**config.mk**
```make
export PLATFORM = sky130hd
export DESIGN_NAME = mem_cmd_arbiter
export DESIGN_NICKNAME = d
export VERILOG_FILES = /design/src/rtl/mem_cmd_arbiter.sv
export SDC_FILE = /design/constraint.sdc
export NUM_CORES = 1
export LEC_CHECK = 0
export ABC_AREA = 1
export ABC_CLOCK_PERIOD_IN_PS = 2200
export CORE_MARGIN = 10
export CORE_UTILIZATION = 40
export DETAILED_ROUTE_END_ITERATION = 7
export PLACE_DENSITY = 0.89
export SYNTH_ARGS = -nofsm -noshare
export SYNTH_HDL_FRONTEND = slang
export SYNTH_SLANG_ARGS = --single-unit
export TNS_END_PERCENT = 50
```
**constraint.sdc**
```tcl
create_clock -name clk -period 2.2 [get_ports clk]
set_input_delay 0.44 -clock clk [delete_from_list [all_inputs] [get_ports clk]]
set_output_delay 0.44 -clock clk [all_outputs]
set_load 0.1 [all_outputs]
```
**src/rtl/mem_cmd_arbiter.sv**
```systemverilog
`default_nettype none
`timescale 1ns/1ps
// ============================================================================
//  Module      : mem_cmd_arbiter
//  Description : Arbitrates display-prefetch reads and pixel-engine writes onto
//                a single memory command port. It holds off until memory
//                calibration completes, prevents write starvation, and leaves a
//                fixed three-cycle spacing between command strobes.
//  Revision    : 1.0 - initial release
// ============================================================================
module mem_cmd_arbiter #(
   parameter int STARVE_LIMIT = 4
) (
   input  logic        clk,
   input  logic        reset,
   input  logic        mem_calib_done,
   input  logic        rd_req,
   input  logic [29:0] rd_addr,
   input  logic [5:0]  rd_bl,
   input  logic        rd_urgent,
   output logic        rd_ack,
   input  logic        wr_req,
   input  logic [29:0] wr_addr,
   input  logic [5:0]  wr_bl,
   input  logic [6:0]  wr_data_count,
   output logic        wr_ack,
   input  logic        cmd_full,
   output logic [2:0]  cmd_instr,
   output logic [5:0]  cmd_bl,
   output logic [29:0] cmd_byte_addr,
   output logic        cmd_en,
   output logic        busy
);

   localparam int              c_SW    = (STARVE_LIMIT < 1) ? 1 : $clog2(STARVE_LIMIT + 1);
   localparam logic [c_SW-1:0] c_LIMIT = c_SW'(STARVE_LIMIT);
   localparam logic [2:0]      c_INSTR_RD = 3'b001;
   localparam logic [2:0]      c_INSTR_WR = 3'b000;

   typedef enum logic [1:0] {
      ST_WAIT_CAL = 2'd0,
      ST_IDLE     = 2'd1,
      ST_ISSUE    = 2'd2,
      ST_GAP      = 2'd3
   } state_t;

   state_t            r_state;
   state_t            w_next;
   logic              r_calib_meta;
   logic              r_calib_s;
   logic [c_SW-1:0]   r_starve;
   logic              r_last_wr;
   logic              r_cmd_en;
   logic              r_rd_ack;
   logic              r_wr_ack;
   logic [2:0]        r_cmd_instr;
   logic [5:0]        r_cmd_bl;
   logic [29:0]       r_cmd_addr;

   logic [6:0]        w_wr_need;
   logic              w_rd_elig;
   logic              w_wr_elig;
   logic              w_pick_wr;
   logic              w_grant;
   logic [29:0]       w_sel_addr;

   // Bring the asynchronous calibration flag into the clk domain.
   always_ff @(posedge clk or posedge reset) begin
      if (reset) begin
         r_calib_meta <= 1'b0;
         r_calib_s    <= 1'b0;
      end else begin
         r_calib_meta <= mem_calib_done;
         r_calib_s    <= r_calib_meta;
      end
   end

   // A write is only worth issuing once all of its data is already queued;
   // the 7-bit sum keeps bl=63 (64 words) from wrapping.
   assign w_wr_need = {1'b0, wr_bl} + 7'd1;
   assign w_wr_elig = wr_req && (wr_data_count >= w_wr_need);
   assign w_rd_elig = rd_req;
   assign w_grant   = (r_state == ST_IDLE) && r_calib_s && !cmd_full &&
                      (w_rd_elig || w_wr_elig);

   // Pick the winner: starvation guard first, then urgency, then round-robin.
   always_comb begin
      w_pick_wr = 1'b0;
      if (w_wr_elig && !w_rd_elig) begin
         w_pick_wr = 1'b1;
      end else if (w_wr_elig && w_rd_elig) begin
         if (r_starve >= c_LIMIT) begin
            w_pick_wr = 1'b1;
         end else if (rd_urgent) begin
            w_pick_wr = 1'b0;
         end else begin
            w_pick_wr = !r_last_wr;
         end
      end
   end

   // Next-state logic; ISSUE and GAP always run to completion.
   always_comb begin
      w_next = r_state;
      case (r_state)
         ST_WAIT_CAL: if (r_calib_s) w_next = ST_IDLE;
         ST_IDLE: begin
            if (!r_calib_s) begin
               w_next = ST_WAIT_CAL;
            end else if (w_grant) begin
               w_next = ST_ISSUE;
            end
         end
         ST_ISSUE:    w_next = ST_GAP;
         ST_GAP:      w_next = r_calib_s ? ST_IDLE : ST_WAIT_CAL;
         default:     w_next = ST_WAIT_CAL;
      endcase
   end

   // State register.
   always_ff @(posedge clk or posedge reset) begin
      if (reset) begin
         r_state <= ST_WAIT_CAL;
      end else begin
         r_state <= w_next;
      end
   end

   // Masking the low bits word-aligns the address while still consuming them.
   assign w_sel_addr = (w_pick_wr ? wr_addr : rd_addr) & ~30'd3;

   // Capture the granted command; strobe and ack live for the ISSUE cycle only.
   always_ff @(posedge clk or posedge reset) begin
      if (reset) begin
         r_cmd_en    <= 1'b0;
         r_rd_ack    <= 1'b0;
         r_wr_ack    <= 1'b0;
         r_cmd_instr <= 3'b000;
         r_cmd_bl    <= 6'd0;
         r_cmd_addr  <= 30'd0;
         r_last_wr   <= 1'b1;
      end else begin
         r_cmd_en <= w_grant;
         r_rd_ack <= w_grant && !w_pick_wr;
         r_wr_ack <= w_grant && w_pick_wr;
         if (w_grant) begin
            r_cmd_instr <= w_pick_wr ? c_INSTR_WR : c_INSTR_RD;
            r_cmd_bl    <= w_pick_wr ? wr_bl : rd_bl;
            r_cmd_addr  <= w_sel_addr;
            r_last_wr   <= w_pick_wr;
         end
      end
   end

   // Count reads granted past a waiting write; saturates at the limit.
   always_ff @(posedge clk or posedge reset) begin
      if (reset) begin
         r_starve <= '0;
      end else if (!w_wr_elig || (w_grant && w_pick_wr)) begin
         r_starve <= '0;
      end else if (w_grant && !w_pick_wr && (r_starve < c_LIMIT)) begin
         r_starve <= r_starve + 1'b1;
      end
   end

   assign cmd_en        = r_cmd_en;
   assign rd_ack        = r_rd_ack;
   assign wr_ack        = r_wr_ack;
   assign cmd_instr     = r_cmd_instr;
   assign cmd_bl        = r_cmd_bl;
   assign cmd_byte_addr = r_cmd_addr;
   assign busy          = (r_state == ST_ISSUE) || (r_state == ST_GAP);

endmodule
`default_nettype wire

```
==> flow_metrics.py, run 1 <==
metrics = {
    "routing": {
        "drc": 0,
        "drt-total-wl_um": 8821,
        "routedWlPerCell_um": 15.39,
        "viasPerCell": 4.628,
        "first_iter_violations": 133,
        "route.vias.total": 2652,
        "detail_route.first_pass.iterations": 4,
        "drtAntennaViolNets": 0,
    },
    "worst_setup_path": {
        "timing.critical_path.buf_inv": 5,
        "sequence_of_cells_on_the_critical_path": "buf_8, ha_4, nand3_4, xor2_1, ha_1, nand2_1, nor2_2, nand2_2, nand2_2, nand2_4, buf_6, nand2_4, nand2_4, buf_12, clkbuf_16, nand2_1, nand2_1, inv_1, nand2_1",
        "worstSetupPathType": "in -> reg",
        "arrival_ps": 2370,
        "cp_max_fo": 7,
        "critical-path-slowest-cell": "ha_1",
        "crit_path_frequent_cell": "nand2_1",
        "endpoint_kind": "flip-flop",
        "required_ps": 2390,
        "critPathLaunchType": "primary input",
        "critical-path-top-delay-family": "simple AND/OR/NAND/NOR gates",
        "timing.reg2reg.setup_slack_ps": 650,
        "reg2reg_depth": 10,
        "crit-reg2reg-capture": "cmd_byte_addr[20]",
        "slowest_delay_ps": 290,
    },
    "finish": {
        "final_core_util": 0.7385,
        "num_antenna_cells": 0,
        "instances_no_fill": 573,
        "filler_instances": 455,
        "layout_cells_sized_above_1": 0.2751,
        "layout-area-overhead-vs-synth_pct": 77.33,
        "design.final.nets": 592,
    },
    "timing": {
        "fmax_mhz": 458.5,
        "final_max_slew_viol_count": 0,
        "clock_skew_ps": 5.813,
        "final_critical_path_setup_slack_ps": 18.76,
        "fin_crit_sh": 0.9915,
        "final_setup_violation_count": 0,
        "period_minus_slack_ps": 2181,
        "hold_viol": 0,
        "rsz0062_at_grt": "true",
    },
    "yosys": {
        "synth_area_leader_cell": "dfrtp_1",
        "synth.top_cell.area_share": 0.4514,
        "average_cell_area_after_synthesis_um2": 7.169,
        "synth.top_cells.by_area": "dfrtp_1 (45%), nand2_1 (29%), inv_1 (7.2%)",
        "postSynth.asyncResetShare": 1.000,
        "syn-cell-area_mm2": 0.002495,
        "yosys_warnings": 0,
        "synthDistinctLibCells": 25,
        "yosys-top-cells-count": "nand2_1 (193), inv_1 (48), dfrtp_1 (45)",
        "synthMostInstantiatedCell": "nand2_1",
        "syn_inst": 348,
        "synth.yosys.seq_area_share": 0.4619,
        "edff_count_synth": 0,
        "yosys_register_bits": 46,
        "synth_ff_type": "dfrtp_1",
    },
    "grt": {
        "grt_antenna_before_repair": 0,
        "groute.usage.overall": 0.1672,
        "grt_remaining_overflow": 0,
        "grt_start_max_net_pins": 23,
        "grt_pass1_vias": 2753,
        "grt_first_pass_wirelength_um": 13490,
    },
    "clocking": {
        "cts-root-to-sink-buffers": 2,
        "clkSlewWorstSetupHoldPaths_ps": 90,
        "clock_insertion_delay_worst_skew_ps": 290,
        "cts_num_sinks": 46,
        "htree_num_levels": 2,
        "cts-root-buf": "clkbuf_8",
        "hold_buffers": 0,
        "tritoncts.num_buffers": 5,
        "tritoncts": "built",
    },
    "power": {
        "power.sequential.fraction": 0.265,
        "worst_ir_drop_vdd_mv": 0.9979,
        "internal_power_mw": 2.071,
        "combPwrFrac": 0.604,
        "power.density_cell_area_mw_per_mm2": 1032,
        "power.switching_fraction": 0.5467,
        "clock_share_of_power": 0.130,
        "total_power_mw": 4.568,
        "power_switching_mw": 2.497,
        "cellLeakagePower_nw": 2.365,
    },
    "worst_hold_path": {
        "end_of_the_worst_hold_path": "r_calib_s",
        "hold_wc_startpoint": "r_calib_meta",
        "worstHoldPathType": "reg -> reg",
        "depth_of_the_worst_hold_timing_path": 0,
    },
    "die": {
        "initial_core_util": 0.4165,
        "ioPinCount": 129,
        "die_y_um": 98.98,
        "chipWidth_um": 98.98,
        "num_rows": 28,
        "design.core.area_mm2": 0.005991,
        "die-area_mm2": 0.009796,
    },
    "run": {
        "max_cap_violations": 0,
    },
    "place": {
        "gp_congestion": 0.8289,
        "place_hpwl_um": 6177,
        "numPlacedInstances": 548,
        "buffer_ports.inserted": 120,
        "dpl_worst_slack_ps": -732.1,
    },
    "run_status": {
        "run_status": "complete, no violations",
    },
}
## placed cells by master (no fill, tap or decap), types with 2 or more instances in the layout
cell type,instances
a21oi_1,2
buf_12,9
buf_16,3
buf_4,58
buf_6,4
clkbuf_16,2
clkbuf_8,8
clkdlybuf4s50_1,73
conb_1,4
dfrtp_1,45
dlymetal6s2s_1,2
ha_1,6
ha_4,3
inv_1,44
inv_2,4
nand2_1,167
nand2_2,20
nand2_4,9
nand3_1,3
nand3_4,2
nor2_1,4
nor2_2,2
nor2_4,3
o21ai_0,4
xor2_1,3
## cell families (layout without fill, tap and decap cells)
group	count (synthesis)	count (layout)	synth area share
buffers and inverters	65	212	0.1183
flip-flops	46	46	0.4619
XOR/XNOR	4	4	0.01404
AO/OA/AOI/OAI	11	11	0.03009
adder cells (fa/ha/maj)	9	9	0.04514
AND/OR/NAND/NOR	212	212	0.3290
other	1	4	0.001503
## flip-flops by register name (all words and copies together), names as in the netlist, named ones only
signal	count
cmd_byte_addr	28
cmd_bl	6
r_starve	3
cmd_en	1
cmd_instr	1
r_calib_meta	1
r_calib_s	1
r_last_wr	1
r_state	1
rd_ack	1
wr_ack	1
## through the flow
| step | hold slack, ps | TNS (ps) | cell area [um^2] |
|---|---|---|---|
| floorplan | 331.2 | 0 | 2527 |
| global placement | 338.7 | -24120 | 3807 |
| detailed placement | 344.1 | -29310 | 3807 |
| CTS | 361.4 | 0 | 4195 |
| finish | 358.0 | 0 | 4424 |
| global route | 363.7 | -2147 | 4424 |
## repair_timing
action / in CTS / in global routing
hold endpoints to repair: 0 / 0
pin swaps: 20 / 21
cloned: 4 / 2
resized for setup: 46 / 47
setup buffers: 10 / 2
setup endpoints to repair: 44 / 39
## worst register-to-register path, stage by stage (launching register included)
cell and delay [ps]:
dfrtp_1 400, nor2_1 110, nand2_1 190, inv_1 170, nand2_4 80, buf_12 140, clkbuf_16 160, nand2_1 50
nand2_1 40, inv_1 50, nand2_1 50
## metal layers
layer,vias to the layer above,wire length [um],track usage
li1,1313,-,-
met1,1240,3305,0.1760
met2,91,4640,0.3066
met3,8,793,0.06425
met4,0,82,0.03528
met5,-,0,0
## layout make-up
class                      instances  area [um^2]  area share
clock buffer                       8        110.1     0.02489
tap                               75        93.84     0.02121
multi-input combinational        240         1267      0.2865
sequential                        46         1152      0.2605
inverter                          49        188.9     0.04270
timing repair buffer             155         1612      0.3643
## worst max path at each step
stage,start,to,cells past startpoint
3_3_place_gp,wr_bl[1],cmd_byte_addr[23],18
3_5_place_dp,wr_bl[0],cmd_byte_addr[25],17
5_1_grt,wr_bl[0],cmd_byte_addr[12],20
6_report,wr_bl[0],cmd_byte_addr[20],19
4_1_cts,wr_data_count[0],cmd_byte_addr[22],17
2_1_floorplan,wr_bl[0],cmd_byte_addr[13],18
## power groups by stage
| stage | Sequential (mW) | Clock, mW | Combinational, mW |
|---|---|---|---|
| finish | 1.21 | 0.595 | 2.76 |
| global route | 1.24 | 0.640 | 2.89 |
| CTS | 1.19 | 0.605 | 2.70 |
| detailed placement | 1.20 | 0 | 2.64 |
| global placement | 1.19 | 0 | 2.61 |
| floorplan | 2.71 | 0 | 0.453 |
No activity file was read; power rests on OpenSTA's default activity.
==> run 2, diff against run 1 <==
CORE_MARGIN = 3   (was 10)
SKIP_CTS_REPAIR_TIMING = 1   (was default)
==> run 2 against run 1 <==
Worst hold slack worse by 0.81 ps. Clock skew rose by 3.0 ps. Sequential share of layout area grew 1.4 points. Critical endpoint is now cmd_byte_addr[13].
==> flow_metrics.py, run 2 (same netlist as run 1, synthesis figures left out) <==
metrics = {
    "run_status": {
        "run_status": "complete, no violations",
    },
    "finish": {
        "design.final.nets": 587,
        "layout-area-overhead-vs-synth_pct": 68.10,
        "layout.cells.most_common": "nand2_1",
        "layout_cells_sized_above_1": 0.2110,
        "final_cell_mix": "nand2_1 (189), clkdlybuf4s50_1 (75), buf_4 (56), inv_1 (47), dfrtp_1 (45)",
        "design_area_mm2": 0.004194,
        "num_antenna_cells": 0,
        "filler_instances": 467,
        "largest_reg_flops": 28,
    },
    "die": {
        "design.core.area_mm2": 0.005991,
        "die-area_mm2": 0.007221,
        "ioPinCount": 129,
        "die_y_um": 84.98,
        "initial_core_util": 0.4165,
        "num_rows": 28,
        "chipWidth_um": 84.98,
    },
    "clocking": {
        "cts-root-buf": "clkbuf_8",
        "cts-root-to-sink-buffers": 2,
        "tritoncts.num_buffers": 5,
        "htree_num_levels": 2,
        "clock_insertion_delay_worst_skew_ps": 290,
        "tritoncts": "built",
        "cts_num_sinks": 46,
        "clkSlewWorstSetupHoldPaths_ps": 80,
    },
    "routing": {
        "detail_route.first_pass.iterations": 4,
        "drt-total-wl_um": 7240,
        "routedWlPerCell_um": 12.75,
        "first_iter_violations": 65,
        "drtAntennaViolNets": 0,
        "drc": 0,
        "route.vias.total": 2533,
        "viasPerCell": 4.460,
    },
    "timing": {
        "final.hold.worst_slack_ps": 357.2,
        "final_max_slew_viol_count": 0,
        "fin_crit_sh": 0.9737,
        "period_minus_slack_ps": 2142,
        "final_critical_path_setup_slack_ps": 57.97,
        "hold_viol": 0,
        "final.setup.tns_ps": 0,
        "fmax_mhz": 466.8,
        "clock_skew_ps": 8.782,
        "final_setup_violation_count": 0,
    },
    "worst_setup_path": {
        "arrival_ps": 2370,
        "cp_max_fo": 7,
        "endpoint_kind": "flip-flop",
        "critPathLaunchType": "primary input",
        "required_ps": 2430,
        "worstSetupPathType": "in -> reg",
    },
    "grt": {
        "groute.usage.overall": 0.1887,
        "grt_start_max_net_pins": 22,
        "grt_pass1_vias": 2596,
        "grt_antenna_before_repair": 0,
        "grt_first_pass_wirelength_um": 11120,
        "grt_remaining_overflow": 0,
    },
    "power": {
        "power_switching_mw": 2.432,
        "power.density_cell_area_mw_per_mm2": 1099,
        "cellLeakagePower_nw": 2.280,
        "power.sequential.fraction": 0.260,
        "internal_power_mw": 2.175,
        "combPwrFrac": 0.575,
        "clock_share_of_power": 0.165,
        "power.switching_fraction": 0.5278,
        "worst_ir_drop_vdd_mv": 0.9446,
    },
    "place": {
        "dpl_worst_slack_ps": -777.0,
        "place_hpwl_um": 5426,
        "buffer_ports.inserted": 120,
        "placed_area_mm2": 0.003812,
        "gp_congestion": 0.7749,
    },
    "worst_hold_path": {
        "worstHoldPathType": "reg -> reg",
    },
    "run": {
        "max_cap_violations": 0,
    },
}
[run 2: cell types whose count changed in the layout (fill, tap and decap cells not counted), moves of 3 or more]
cell,delta
buf_16,-3
nand2_4,-7
inv_1,+3
buf_12,-4
inv_2,-3
nand2_2,-15
nand2_1,+22
[run 2: power by group through the flow]
stage / clock (mW) / sequential [mW] / combinational, mW
floorplan: 0 / 2.71 / 0.453
global placement: 0 / 1.20 / 2.58
detailed placement: 0 / 1.21 / 2.62
CTS: 0.781 / 1.20 / 2.62
global route: 0.813 / 1.23 / 2.78
finish: 0.760 / 1.20 / 2.65
[run 2: per-layer routing]
layer	part of all wire	global-route usage	wire (um)	vias up
met5	0	0	0	-
met4	0.0055	0.05180	40	0
met3	0.054	0.04563	390	4
met2	0.54	0.3566	3918	73
met1	0.40	0.2083	2890	1162
li1	-	-	-	1294
[run 2: path summary, 6_finish.rpt]
check	from	cells after the start	slack [ps]	to
max	wr_bl[1]	18	60	cmd_byte_addr[13]
min	r_calib_meta	0	360	r_calib_s
max reg2reg	r_last_wr	9	710	cmd_byte_addr[13]
min reg2reg	r_calib_meta	0	360	r_calib_s
max in group asynchronous	reset	3	1270	cmd_byte_addr[5]
min in group asynchronous	reset	2	450	cmd_byte_addr[23]
[run 2: worst max-delay path: stages]
cell and delay (ps):
buf_4 120, ha_4 160, nand3_4 90, nor2_2 130, nand2_2 70, ha_4 280
nand2_2 60, nor2_2 100, nand2_1 70, nand2_2 110, nand3_4 90, nor2_4 140
buf_12 140, clkbuf_16 150, nand2_1 50, nand2_1 50, inv_1 40, nand2_1 60
[run 2: area by class of cell]
| class | instances | area (um^2) | area share |
|---|---|---|---|
| clock buffer | 6 | 82.58 | 0.01969 |
| clock inverter | 2 | 60.06 | 0.01432 |
| inverter | 49 | 186.4 | 0.04445 |
| multi-input combinational | 240 | 1147 | 0.2736 |
| sequential | 46 | 1152 | 0.2748 |
| tap | 75 | 93.84 | 0.02237 |
| timing repair buffer | 150 | 1471 | 0.3508 |
[run 2: through the flow]
step / utilization / total power [mW] / std cells
final: 0.7001 / 4.607 / 568
after global routing: 0.7001 / 4.826 / 568
after detailed placement: 0.6364 / 3.831 / 552
after global placement: 0.6364 / 3.782 / 552
after floorplan: - / 3.165 / 351
after CTS: 0.6602 / 4.601 / 560
